$ cat src/rtl/spi_target_if.sv
// Signal bundle between the SPI target and its surroundings: SPI pins plus the
// byte-level receive and transmit handshakes.
interface spi_target_if;
    logic       spi_sck_i;
    logic       spi_mosi_i;
    logic       spi_miso_o;
    logic [7:0] rx_data_o;
    logic       rx_valid_o;
    logic [7:0] tx_data_i;
    logic       tx_valid_i;
    logic       tx_ready_o;
    logic       tx_underrun_o;
    logic       frame_err_o;

    modport master (
        output spi_sck_i, spi_mosi_i, tx_data_i, tx_valid_i,
        input  spi_miso_o, rx_data_o, rx_valid_o, tx_ready_o, tx_underrun_o, frame_err_o
    );

    modport slave (
        input  spi_sck_i, spi_mosi_i, tx_data_i, tx_valid_i,
        output spi_miso_o, rx_data_o, rx_valid_o, tx_ready_o, tx_underrun_o, frame_err_o
    );
endinterface

$ cat src/rtl/spi_target.sv
// SPI mode-0 target oversampled in the system clock domain; byte framing is
// recovered from an SCK idle timeout since the controller has no chip select.
module spi_target #(
    parameter int         IdleTimeout = 64,
    parameter logic [7:0] TxIdleByte  = 8'hFF
) (
    input  logic         clk_sys_i,
    input  logic         rst_sys_i,
    spi_target_if.slave  bus
);
    localparam logic [15:0] IDLE_LIM = 16'(IdleTimeout);

    logic       sck_p0, sck_p1, sck_p2;
    logic       mosi_p0, mosi_p1;
    logic       sck_rise, sck_fall;
    logic [2:0] bit_cnt;
    logic [7:0] rx_shift;
    logic [7:0] rx_data;
    logic       rx_valid;
    logic [7:0] hold_data;
    logic       hold_valid;
    logic [7:0] tx_shift;
    logic       tx_armed;
    logic       tx_underrun;
    logic       frame_err;
    logic [15:0] idle_cnt;
    logic       accept, load_now, timeout;

    // Pin synchronisers; the third SCK flop feeds the edge detectors
    always_ff @(posedge clk_sys_i) begin
        sck_p0  <= bus.spi_sck_i;
        sck_p1  <= sck_p0;
        sck_p2  <= sck_p1;
        mosi_p0 <= bus.spi_mosi_i;
        mosi_p1 <= mosi_p0;
    end

    assign sck_rise = sck_p1 & ~sck_p2;
    assign sck_fall = ~sck_p1 & sck_p2;

    // Reload only while SCK is low so a byte staged during the last high phase
    // is not thrown away by the closing falling edge.
    assign accept   = bus.tx_valid_i && !hold_valid;
    assign load_now = (bit_cnt == 3'd0) && !tx_armed && !sck_rise && !sck_p2;
    assign timeout  = (bit_cnt != 3'd0) && !sck_rise && !sck_fall && (idle_cnt >= IDLE_LIM);

    // Byte engine: bit counting, shifting, holding register and timeout
    always_ff @(posedge clk_sys_i) begin
        if (rst_sys_i) begin
            bit_cnt     <= 3'd0;
            tx_armed    <= 1'b0;
            hold_valid  <= 1'b0;
            idle_cnt    <= 16'd0;
            rx_valid    <= 1'b0;
            tx_underrun <= 1'b0;
            frame_err   <= 1'b0;
            rx_data     <= 8'h00;
            rx_shift    <= 8'h00;
            tx_shift    <= TxIdleByte;
        end else begin
            rx_valid    <= 1'b0;
            tx_underrun <= 1'b0;
            frame_err   <= 1'b0;

            if (sck_rise || sck_fall)
                idle_cnt <= 16'd0;
            else if (idle_cnt != 16'hFFFF)
                idle_cnt <= idle_cnt + 16'd1;

            if (accept) begin
                hold_data  <= bus.tx_data_i;
                hold_valid <= 1'b1;
            end

            if (sck_rise) begin
                rx_shift <= {rx_shift[6:0], mosi_p1};
                bit_cnt  <= bit_cnt + 3'd1;
                if (bit_cnt == 3'd7) begin
                    rx_data  <= {rx_shift[6:0], mosi_p1};
                    rx_valid <= 1'b1;
                end
                if (bit_cnt == 3'd0 && !tx_armed)
                    tx_underrun <= 1'b1;
            end else if (timeout) begin
                bit_cnt   <= 3'd0;
                rx_shift  <= 8'h00;
                tx_armed  <= 1'b0;
                frame_err <= 1'b1;
            end

            if (sck_fall) begin
                if (bit_cnt != 3'd0)
                    tx_shift <= {tx_shift[6:0], 1'b1};
                else
                    tx_armed <= 1'b0;
            end else if (load_now) begin
                if (hold_valid) begin
                    tx_shift   <= hold_data;
                    tx_armed   <= 1'b1;
                    hold_valid <= 1'b0;
                end else begin
                    tx_shift <= TxIdleByte;
                end
            end
        end
    end

    assign bus.spi_miso_o    = tx_shift[7];
    assign bus.rx_data_o     = rx_data;
    assign bus.rx_valid_o    = rx_valid;
    assign bus.tx_ready_o    = !hold_valid;
    assign bus.tx_underrun_o = tx_underrun;
    assign bus.frame_err_o   = frame_err;
endmodule

$ cat src/flat_wrapper.sv
// flat-port wrapper written by rule: the top's interface ports become plain ports
module spi_target_flat 
#(
    parameter int         IdleTimeout = 64,
    parameter logic [7:0] TxIdleByte  = 8'hFF
)
  (clk_sys_i, rst_sys_i, bus_spi_sck_i, bus_spi_mosi_i, bus_tx_data_i, bus_tx_valid_i, bus_spi_miso_o, bus_rx_data_o, bus_rx_valid_o, bus_tx_ready_o, bus_tx_underrun_o, bus_frame_err_o);
  spi_target_if bus_i ();
  input  logic clk_sys_i;
  input  logic rst_sys_i;
  input wire logic [$bits(bus_i.spi_sck_i)-1:0] bus_spi_sck_i;
  input wire logic [$bits(bus_i.spi_mosi_i)-1:0] bus_spi_mosi_i;
  input wire logic [$bits(bus_i.tx_data_i)-1:0] bus_tx_data_i;
  input wire logic [$bits(bus_i.tx_valid_i)-1:0] bus_tx_valid_i;
  output wire logic [$bits(bus_i.spi_miso_o)-1:0] bus_spi_miso_o;
  output wire logic [$bits(bus_i.rx_data_o)-1:0] bus_rx_data_o;
  output wire logic [$bits(bus_i.rx_valid_o)-1:0] bus_rx_valid_o;
  output wire logic [$bits(bus_i.tx_ready_o)-1:0] bus_tx_ready_o;
  output wire logic [$bits(bus_i.tx_underrun_o)-1:0] bus_tx_underrun_o;
  output wire logic [$bits(bus_i.frame_err_o)-1:0] bus_frame_err_o;
  assign bus_i.spi_sck_i = bus_spi_sck_i;
  assign bus_i.spi_mosi_i = bus_spi_mosi_i;
  assign bus_i.tx_data_i = bus_tx_data_i;
  assign bus_i.tx_valid_i = bus_tx_valid_i;
  assign bus_spi_miso_o = bus_i.spi_miso_o;
  assign bus_rx_data_o = bus_i.rx_data_o;
  assign bus_rx_valid_o = bus_i.rx_valid_o;
  assign bus_tx_ready_o = bus_i.tx_ready_o;
  assign bus_tx_underrun_o = bus_i.tx_underrun_o;
  assign bus_frame_err_o = bus_i.frame_err_o;
  spi_target #(.IdleTimeout(IdleTimeout), .TxIdleByte(TxIdleByte)) u_core (.clk_sys_i(clk_sys_i), .rst_sys_i(rst_sys_i), .bus(bus_i));
endmodule
$ cat config.mk
export PLATFORM = sky130hd
export DESIGN_NAME = spi_target_flat
export DESIGN_NICKNAME = d
export VERILOG_FILES = /design/src/rtl/spi_target_if.sv /design/src/rtl/spi_target.sv /design/src/flat_wrapper.sv
export SDC_FILE = /design/constraint.sdc
export NUM_CORES = 1
export LEC_CHECK = 0
export BUFFER_PORTS_ARGS = -buffer_cell sky130_fd_sc_hd__buf_2
export CORE_MARGIN = 3
export CORE_UTILIZATION = 30
export CTS_BUF_LIST = sky130_fd_sc_hd__clkbuf_4 sky130_fd_sc_hd__clkbuf_8 sky130_fd_sc_hd__clkbuf_16
export CTS_CLUSTER_SIZE = 12
export DETAILED_ROUTE_END_ITERATION = 8
export GPL_TIMING_DRIVEN = 0
export SLEW_MARGIN = 40
export SYNTH_ARGS = -nofsm -noshare
export SYNTH_HDL_FRONTEND = slang
export SYNTH_SLANG_ARGS = --single-unit
$ cat constraint.sdc
create_clock -name clk_sys_i -period 2 [get_ports clk_sys_i]
set_input_delay 0.2 -clock clk_sys_i [delete_from_list [all_inputs] [get_ports clk_sys_i]]
set_output_delay 0.2 -clock clk_sys_i [all_outputs]
set_load 0.01 [all_outputs]
==> results.toml, run 1 <==
[yosys]
syn_inst = 241
synth.most_common_cell = "dfxtp_1"
yosys.cell_types.count = 44
synthFlopType = "dfxtp_1"
syn-cell-area_um2 = 2380
yosysWarningCount = 0
synthesis.nets = 261
synth_edf_count = 8
synth_top_area_share_pct = 43.8
yosys-top-cells-count = "52 x dfxtp_1, 20 x nand2_1, 18 x nor2_1"
synth_area_leader_cell = "dfxtp_1"
ys_ff_latch = 60
syn_avg_cell_area_um2 = 9.86
ys_seq_area_share_pct = 53.9
synth_area_leaders = "dfxtp_1 44%, edfxtp_1 10%, ha_1 3.7%"
async_flop_share_pct = 0

[global_routing]
grt_use_total_pct = 12.1
gr-total-overflow = 0
antenna_found_initial = 0
grt_pass1_vias = 1815
grt_pass1_wl_mm = 8.37
grt_max_degree = 12

[sta]
skew_ns = 0.00680
worst_pin_slew_ns = 0.632
rsz0062_at_grt = "false"
period_minus_slack_ns = 1.86
drv_slew = 0
setup_viol = 0
maxSlewHeadroom_pct = 57.7
setup_tns_ns = 0
layout_setup_ws_ns = 0.144
timing.fmax_mhz = 539
hold_violations = 0
period_share_pct = 92.8

[placement]
dpl.cell_count = 364
dp_slack_ns = -0.160
post-dp-hpwl_mm = 3.28
gp_congestion = 0.812
portBuffers = 24

[critical_path]
worstRegToRegCells = 7
reg2reg_to = "u_core.tx_shift[5]"
r2r-start = "u_core.bit_cnt[0]"
crit_arrival_ns = 2.09
crit_fanout = 10
cp-end-kind = "flip-flop"
cp_data_required_time_ns = 2.23
cp-start-kind = "flip-flop"
criticalPathCategory = "flip-flop to flip-flop"
rrSetupSlack_ns = 0.14

[min_path]
hold_path_end = "u_core.hold_data[7]"
hold_depth = 1
hold_path.class = "input pin to flip-flop"
min-delay-start = "bus_tx_data_i[7]"

[cts]
ctsHtreeMaxLevel = 3
cts_tree = "done"
cts_sinks = 60
cts_buffer_depth = 2
clk_pin_slew_ns = 0.07
clk_latency_ns = 0.34
numCtsBuffers = 9
cts-root-buf = "clkbuf_8"

[power_and_ir_drop]
ir_drop_mv = 0.267
power_density_nw_per_um2 = 868
p_leak_nw = 1.11

[run_status]
status = "finished clean"

[floorplan]
die_area_um2 = 9030
die_height_um = 95.0
num_io_pins = 26
core-area_um2 = 7490
initial_core_util_pct = 31.8
die_x_um = 95.0
rows = 31

[drt]
wire_per_inst_um = 12.4
ant_nets = 0
drt_iter0_drc = 76
drc = 0
vias = 1862
viasPerCell = 4.86
routed_wl_mm = 4.76
drtPass1Iterations = 4

[finish]
drive_above_1_share_pct = 19.4
nNetsFinal = 299
stdcell_count = 383
diodes = 0
syn2layout_area_growth_pct = 20.3

[flow_run]
drv_cap = 0
-- registers in the layout, indices dropped and copies added, names as in the netlist, 3 cells and up --
| signal | cells |
|---|---|
| u_core.bus.rx_data_o | 8 |
| u_core.rx_shift | 7 |
| u_core.idle_cnt | 16 |
| u_core.tx_shift | 8 |
| u_core.bit_cnt | 3 |
| u_core.hold_data | 8 |
-- stage by stage --
stage	instance area (µm²)	hold slack, ns	util [%]	total power (W)
final	2860	0.0319	38.2	0.00248
after global routing	2860	0.00984	38.2	0.00261
after CTS	2850	0.0170	38.0	0.00252
after detailed placement	2630	0.305	35.1	0.00145
after global placement	2620	0.305	35.0	0.00145
after floorplan	2380	0.228	-	0.00140
-- cells in the final DEF (no fill, tap or decap), drive strengths merged, types with 5 or more instances in the layout --
master / count
dfxtp: 52
a21oi: 13
a31oi: 7
buf: 28
nand2: 20
nor2: 18
edfxtp: 8
nand3: 16
ha: 7
nor3: 8
o21ai: 5
clkbuf: 18
a211o: 7
nor2b: 5
a22o: 9
inv: 11
o22ai: 6
nor4: 5
-- layout make-up --
| cell class | count | area, µm² |
|---|---|---|
| timing repair buffer | 27 | 148 |
| buffer | 12 | 51.3 |
| inverter | 10 | 37.5 |
| clock inverter | 7 | 66.3 |
| sequential | 60 | 1280 |
| tap | 99 | 124 |
| fill | 766 | 4630 |
| multi-input combinational | 159 | 1030 |
| clock buffer | 9 | 124 |
-- kinds of logic (layout without fill, tap and decap cells) --
| family | Yosys count | in the layout | share of synthesized area, % |
|---|---|---|---|
| buffers and inverters | 22 | 65 | 3.74 |
| AO/OA/AOI/OAI | 58 | 58 | 17.0 |
| multiplexers | 4 | 4 | 1.74 |
| flip-flops | 60 | 60 | 53.9 |
| adder cells (fa/ha/maj) | 7 | 7 | 3.68 |
| AND/OR/NAND/NOR | 90 | 90 | 19.9 |
-- repair_timing --
item	in CTS	in global routing
endpoints found under the hold margin	2	0
resized for setup	1	2
pin swaps	0	0
hold buffers	2	0
setup endpoints to repair	3	11
cloned	0	0
buffers inserted	1	0
-- report_power, final --
group / leakage [nW] / switching [W] / total [W] / internal [W]
Combinational: 0.515 / 0.0000870 / 0.000152 / 0.0000653
Clock: 0.0953 / 0.000481 / 0.00105 / 0.000568
Sequential: 0.498 / 0.0000218 / 0.00128 / 0.00126
Total: 1.11 / 0.000590 / 0.00248 / 0.00189
-- how the worst max path moves through the flow --
stage | startpoint | endpoint | slack, ns | depth (start not counted)
after global placement | u_core.bit_cnt[0] | u_core.tx_shift[5] | -0.14 | 7
after floorplan | u_core.bit_cnt[0] | u_core.tx_shift[4] | 0.17 | 7
after CTS | u_core.bit_cnt[0] | u_core.bit_cnt[0] | 0.04 | 6
final | u_core.bit_cnt[0] | u_core.tx_shift[5] | 0.14 | 7
after detailed placement | u_core.bit_cnt[0] | u_core.tx_shift[5] | -0.16 | 7
after global routing | u_core.bit_cnt[0] | u_core.tx_shift[5] | 0.0001 | 7
-- critical path, stage by stage, from the launching register on --
cell,delay [ns]
dfxtp_1,0.31
inv_1,0.08
ha_1,0.14
nor2b_1,0.35
mux2i_2,0.28
buf_2,0.25
nor2_1,0.07
a211o_1,0.27
-- metal layers --
metal,routed length [µm],track usage (%),up-vias
met2,2180,18.2,27
met4,58,4.81,0
li1,-,-,962
met1,2280,15.0,867
met3,242,5.84,6
met5,0,0,-
Note: power is estimated with default switching activity, not from simulation.
==> run 2, diff against run 1 <==
- REMOVE_ABC_BUFFERS: not set -> 1
==> run 2 against run 1 <==
Compared with the run above:
- total power rose by 8.3%
- combinational power rose by 3%
- worst setup slack got worse by 0.0021 ns
- maximum frequency fell by 0.11%
- highest routed layer unchanged
- non-clock buffer count fell by 12
- via count fell by 0.32%
- routed wire length fell by 0.59%
- largest cell class unchanged
- sequential share of layout area fell by 0.66 points
- first-iteration DRC count fell by 24%
==> results.toml, run 2 (synthesis results as in run 1) <==
[run_status]
status = "finished clean"

[cts]
cts_tree = "done"
numCtsBuffers = 9
cts-root-buf = "clkbuf_8"
cts_buffer_depth = 2
cts_sinks = 60
clk_latency_ns = 0.32
ctsHtreeMaxLevel = 3
clk_pin_slew_ns = 0.06

[critical_path]
path_cells = "inv_1, ha_2, nor4_4, mux2i_2, nor3_1, o21bai_1"
cp_data_required_time_ns = 2.21
cp-start-kind = "flip-flop"
crit_fanout = 15
cp-end-kind = "flip-flop"
slowest_delay_ns = 0.42
r2r-start = "u_core.sck_p2"
slowest_stage = "dfxtp_1"
crit_arrival_ns = 2.07
criticalPathCategory = "flip-flop to flip-flop"
worstRegToRegCells = 6
reg2reg_to = "u_core.tx_shift[0]"
rrSetupSlack_ns = 0.14

[sta]
rsz0062_at_grt = "false"
hold_violations = 0
drv_slew = 0
period_minus_slack_ns = 1.86
timing.fmax_mhz = 538
setup_viol = 0
maxSlewHeadroom_pct = 55.1
worst_pin_slew_ns = 0.672
skew_ns = 0.00611
period_share_pct = 92.9
setup_tns_ns = 0

[finish]
post-route-util_pct = 38.8
largest_reg_flops = 16
drive_above_1_share_pct = 21.2
syn2layout_area_growth_pct = 22.1
nNetsFinal = 288
top_register = "u_core.idle_cnt"
layout_common_cells = "52 x dfxtp_1, 25 x buf_2, 20 x nand2_1"
mostFrequentLayoutCell = "dfxtp_1"
diodes = 0

[min_path]
hold_path.class = "input pin to flip-flop"
hold_path_end = "u_core.hold_data[0]"
min-delay-start = "bus_tx_data_i[0]"
hold_depth = 1

[global_routing]
grt_pass1_wl_mm = 8.17
grt_max_degree = 26
gr-total-overflow = 0
antenna_found_initial = 0
grt_pass1_vias = 1694
grt_use_total_pct = 11.7

[drt]
drt_iter0_drc = 58
routed_wl_mm = 4.73
vias = 1856
drc = 0
viasPerCell = 4.99
wire_per_inst_um = 12.7
drtPass1Iterations = 4
ant_nets = 0

[power_and_ir_drop]
power_density_nw_per_um2 = 926
p_int_w = 0.00213
seqPwrFrac_pct = 47.7
switchingPower_w = 0.000560
p_leak_nw = 1.12
ir_drop_mv = 0.355
comb_power_share_pct = 5.9
netSwitchingFraction_pct = 20.8
power_frac_clock_pct = 46.4

[floorplan]
die_area_um2 = 9030
core-area_um2 = 7490
rows = 31
num_io_pins = 26
die_x_um = 95.0
die_height_um = 95.0
initial_core_util_pct = 31.8

[placement]
portBuffers = 25
post-dp-hpwl_mm = 3.14
gp_congestion = 0.727

[flow_run]
drv_cap = 0
-- run 2: cell types whose count changed in the layout (fill, tap and decap cells not counted), sizes merged --
cell / previous run / this run
clkbuf: 18 / 13
clkinvlp: 2 / 0
bufinv: 1 / 2
buf: 28 / 25
inv: 11 / 10
mux2i: 3 / 4
clkinv: 3 / 1
-- run 2: worst max-delay path by stage --
stage / cells after the start / slack, ns / start / endpoint
after floorplan: 6 / -0.01 / u_core.sck_p2 / u_core.tx_shift[1]
after global placement: 5 / -0.43 / u_core.sck_p1 / u_core.tx_shift[5]
after detailed placement: 5 / -0.17 / u_core.sck_p1 / u_core.tx_shift[3]
after CTS: 6 / -0.003 / u_core.sck_p2 / u_core.tx_shift[5]
after global routing: 5 / 0.01 / u_core.idle_cnt[0] / u_core.idle_cnt[8]
final: 6 / 0.14 / u_core.sck_p2 / u_core.tx_shift[0]
-- run 2: metrics by stage --
step	hold WS, ns	power (W)	instances	setup slack, ns	instance area [µm²]
floorplan	0.228	0.00139	229	-0.0120	2330
global placement	0.305	0.00144	353	-0.432	2570
detailed placement	0.304	0.00145	353	-0.174	2580
CTS	0.0254	0.00271	371	-0.00307	2860
global route	0.0250	0.00280	372	0.00999	2900
finish	0.0495	0.00269	372	0.142	2900
-- run 2: power by group through the flow --
| stage | Clock (W) | Sequential (W) | Combinational (W) |
|---|---|---|---|
| final | 0.00125 | 0.00128 | 0.000157 |
| after global routing | 0.00134 | 0.00129 | 0.000178 |
| after floorplan | 0 | 0.00130 | 0.0000879 |
| after CTS | 0.00128 | 0.00128 | 0.000148 |
| after detailed placement | 0 | 0.00131 | 0.000138 |
| after global placement | 0 | 0.00131 | 0.000133 |
-- run 2: repair_timing --
| item | 4_1_cts | 5_1_grt |
|---|---|---|
| setup endpoints to repair | 8 | 20 |
| gates resized for setup | 3 | 5 |
| gates cloned | 0 | 1 |
| endpoints found under the hold margin | 2 | 0 |
| hold buffers | 2 | 0 |
| setup buffers | 0 | 0 |
-- run 2: area by class of cell --
type / instances / area [µm²]
fillers: 747 / 4580
flip-flops and latches: 60 / 1280
multi-input cells: 160 / 1080
clock buffers: 13 / 166
repair buffers: 27 / 145
well taps: 99 / 124
clock inverters: 3 / 68.8
inverters: 10 / 37.5
-- run 2: critical path: cells and delay by family, from the launching register on --
family | cells | cell delay [ns]
and+or+nand+nor | 2 | 0.63
DFF | 1 | 0.42
adders and majority gates | 1 | 0.30
muxes | 1 | 0.22
AOI/OAI and AO/OA | 1 | 0.09
buffers and inverters | 1 | 0.07
-- run 2: routing by layer --
metal,GRT usage [%],part of all wire [%]
met5,0,0
met1,15.2,48
met4,3.97,0.70
met2,17.7,47
met3,4.74,4.5
==> run 3, diff against run 2 <==
- ABC_AREA: not set -> 1
==> run 3 against run 2 <==
Compared with the run above:
- sequential share of layout area shrank 2.6 points
- routed wire length grew 11%
- die area grew 8.3%
- first-iteration DRC count grew 72%
==> results.toml, run 3 <==
[drt]
drtPass1Iterations = 4
viasPerCell = 4.60
routed_wl_mm = 5.23
vias = 2179
wire_per_inst_um = 11.0
drt_iter0_drc = 100
drc = 0
ant_nets = 0

[cts]
cts_tree = "done"
ctsHtreeMaxLevel = 3
clk_pin_slew_ns = 0.07
clk_latency_ns = 0.33
numCtsBuffers = 9
cts_buffer_depth = 2
cts_sinks = 60
cts-root-buf = "clkbuf_8"
cts_resized = 0

[critical_path]
r2r-start = "u_core.bit_cnt[0]"
cp-end-kind = "flip-flop"
crit_arrival_ns = 1.89
criticalPathCategory = "flip-flop to flip-flop"
rrSetupSlack_ns = 0.29
crit_fanout = 9
worstRegToRegCells = 8
reg2reg_to = "u_core.tx_shift[0]"
cp-start-kind = "flip-flop"
cp_data_required_time_ns = 2.18

[floorplan]
initial_core_util_pct = 31.2
die_x_um = 98.9
die_area_um2 = 9780
num_io_pins = 26
rows = 33
core-area_um2 = 8300
die_height_um = 98.9

[yosys]
ys_ff_latch = 60
synth_area_leader_cell = "dfxtp_1"
ys_seq_area_share_pct = 49.5
yosys-top-cells-count = "75 x nand2_1, 52 x dfxtp_1, 42 x inv_1"
yosysWarningCount = 0
synth_edf_count = 8
async_flop_share_pct = 0
syn-cell-area_um2 = 2590
yosys.cell_types.count = 29
syn_avg_cell_area_um2 = 7.84
synthFlopType = "dfxtp_1"
synth_top_area_share_pct = 40.2
synth.most_common_cell = "nand2_1"
synth_area_leaders = "dfxtp_1 40%, nand2_1 11%, edfxtp_1 9.3%"
syn_inst = 330

[finish]
top_register = "u_core.idle_cnt"
nNetsFinal = 384
nFillCells = 907
mostFrequentLayoutCell = "nand2_1"
diodes = 0
layout_common_cells = "75 x nand2_1, 52 x dfxtp_1, 42 x inv_1"
largest_reg_flops = 16
finish.instance_area_um2 = 3090
syn2layout_area_growth_pct = 19.3
drive_above_1_share_pct = 16.8

[global_routing]
antenna_found_initial = 0
grt_max_degree = 26
gr-total-overflow = 0
grt_use_total_pct = 11.5
grt_pass1_wl_mm = 9.20
grt_pass1_vias = 2130

[placement]
placed_cell_area_um2 = 2820
post-dp-hpwl_mm = 3.66
portBuffers = 25
gp_congestion = 0.820

[sta]
setup_viol = 0
hold_ws_ns = 0.0425
skew_ns = 0.0107
maxSlewHeadroom_pct = 54.4
hold_violations = 0
period_share_pct = 85.6
period_minus_slack_ns = 1.71
setup_tns_ns = 0
timing.fmax_mhz = 584
rsz0062_at_grt = "false"
worst_pin_slew_ns = 0.680
drv_slew = 0

[power_and_ir_drop]
p_leak_nw = 1.33
total_power_w = 0.00275
power_density_nw_per_um2 = 891
ir_drop_mv = 0.322

[min_path]
min-delay-start = "bus_tx_data_i[4]"
hold_path_end = "u_core.hold_data[4]"
hold_path.class = "input pin to flip-flop"
hold_depth = 1

[flow_run]
drv_cap = 0

[run_status]
status = "finished clean"
==> run 3: cell types whose count changed in the layout (fill, tap and decap cells not counted), moves of 7 or more <==
| cell | delta |
|---|---|
| inv_1 | +32 |
| o211ai_1 | +7 |
| nand2_1 | +55 |
| a211o_1 | -7 |
| nand2_2 | +10 |
| o21ai_0 | +16 |
| a22o_1 | -9 |
| nand3_1 | +14 |
| nor2_1 | +23 |
==> run 3: what timing repair did <==
| item | 4_1_cts | 5_1_grt |
|---|---|---|
| setup buffers | 0 | 0 |
| hold buffers | 2 | 0 |
| endpoints found under the hold margin | 2 | 0 |
| setup endpoints to repair | 0 | 0 |
==> run 3: critical path, cell delays in order, from the launching register on <==
cell     delay [ns]
dfxtp_1        0.37
inv_1          0.06
ha_1           0.19
nand2_1        0.15
nor2_1         0.08
nand2_1        0.26
nand2_2        0.19
o31ai_1        0.13
nand3_1        0.15
==> run 3: how the worst max path moves through the flow <==
stage | end | slack [ns] | from
floorplan | u_core.tx_shift[1] | 0.64 | u_core.bit_cnt[0]
global placement | u_core.idle_cnt[10] | 0.03 | rst_sys_i
detailed placement | u_core.idle_cnt[10] | 0.04 | rst_sys_i
CTS | u_core.tx_shift[0] | 0.30 | u_core.bit_cnt[0]
global route | u_core.tx_shift[0] | 0.09 | u_core.bit_cnt[0]
finish | u_core.tx_shift[0] | 0.29 | u_core.bit_cnt[0]
==> run 3: kinds of logic (layout without fill, tap and decap cells) <==
group,after synthesis,after routing,share of synthesized area (%)
AO/OA/AOI/OAI,43,43,9.53
XOR/XNOR,1,1,0.339
adder cells (fa/ha/maj),7,7,3.38
buffers and inverters,48,87,7.40
flip-flops,60,60,49.5
AND/OR/NAND/NOR,171,171,29.8
==> run 3: metrics by stage <==
| stage | cells | util, % | setup WS (ns) |
|---|---|---|---|
| finish | 474 | 37.2 | 0.288 |
| detailed placement | 456 | 34.0 | 0.0428 |
| CTS | 474 | 37.2 | 0.303 |
| global route | 474 | 37.2 | 0.0924 |
| floorplan | 326 | - | 0.639 |
| global placement | 456 | 34.0 | 0.0309 |
==> run 3: area by class of cell <==
type | count | area, µm² | area share [%]
sequential | 60 | 1280 | 41.5
multi-input combinational | 222 | 1110 | 36.1
clock buffer | 13 | 184 | 5.96
inverter | 44 | 165 | 5.35
timing repair buffer | 27 | 145 | 4.70
tap | 105 | 131 | 4.26
clock inverter | 3 | 65.1 | 2.11
==> run 3: where the power goes <==
group | internal [W] | switching [W] | total, W
clock network | 0.000858 | 0.000463 | 0.00132
registers | 0.00126 | 0.0000208 | 0.00128
logic | 0.0000540 | 0.0000940 | 0.000148
==> run 3: metal layers <==
layer | up-vias | GRT usage (%) | routed length [µm]
li1 | 1133 | - | -
met1 | 1008 | 13.9 | 2550
met2 | 32 | 19.1 | 2410
met3 | 6 | 3.89 | 208
met4 | 0 | 4.41 | 59
met5 | - | 0 | 0
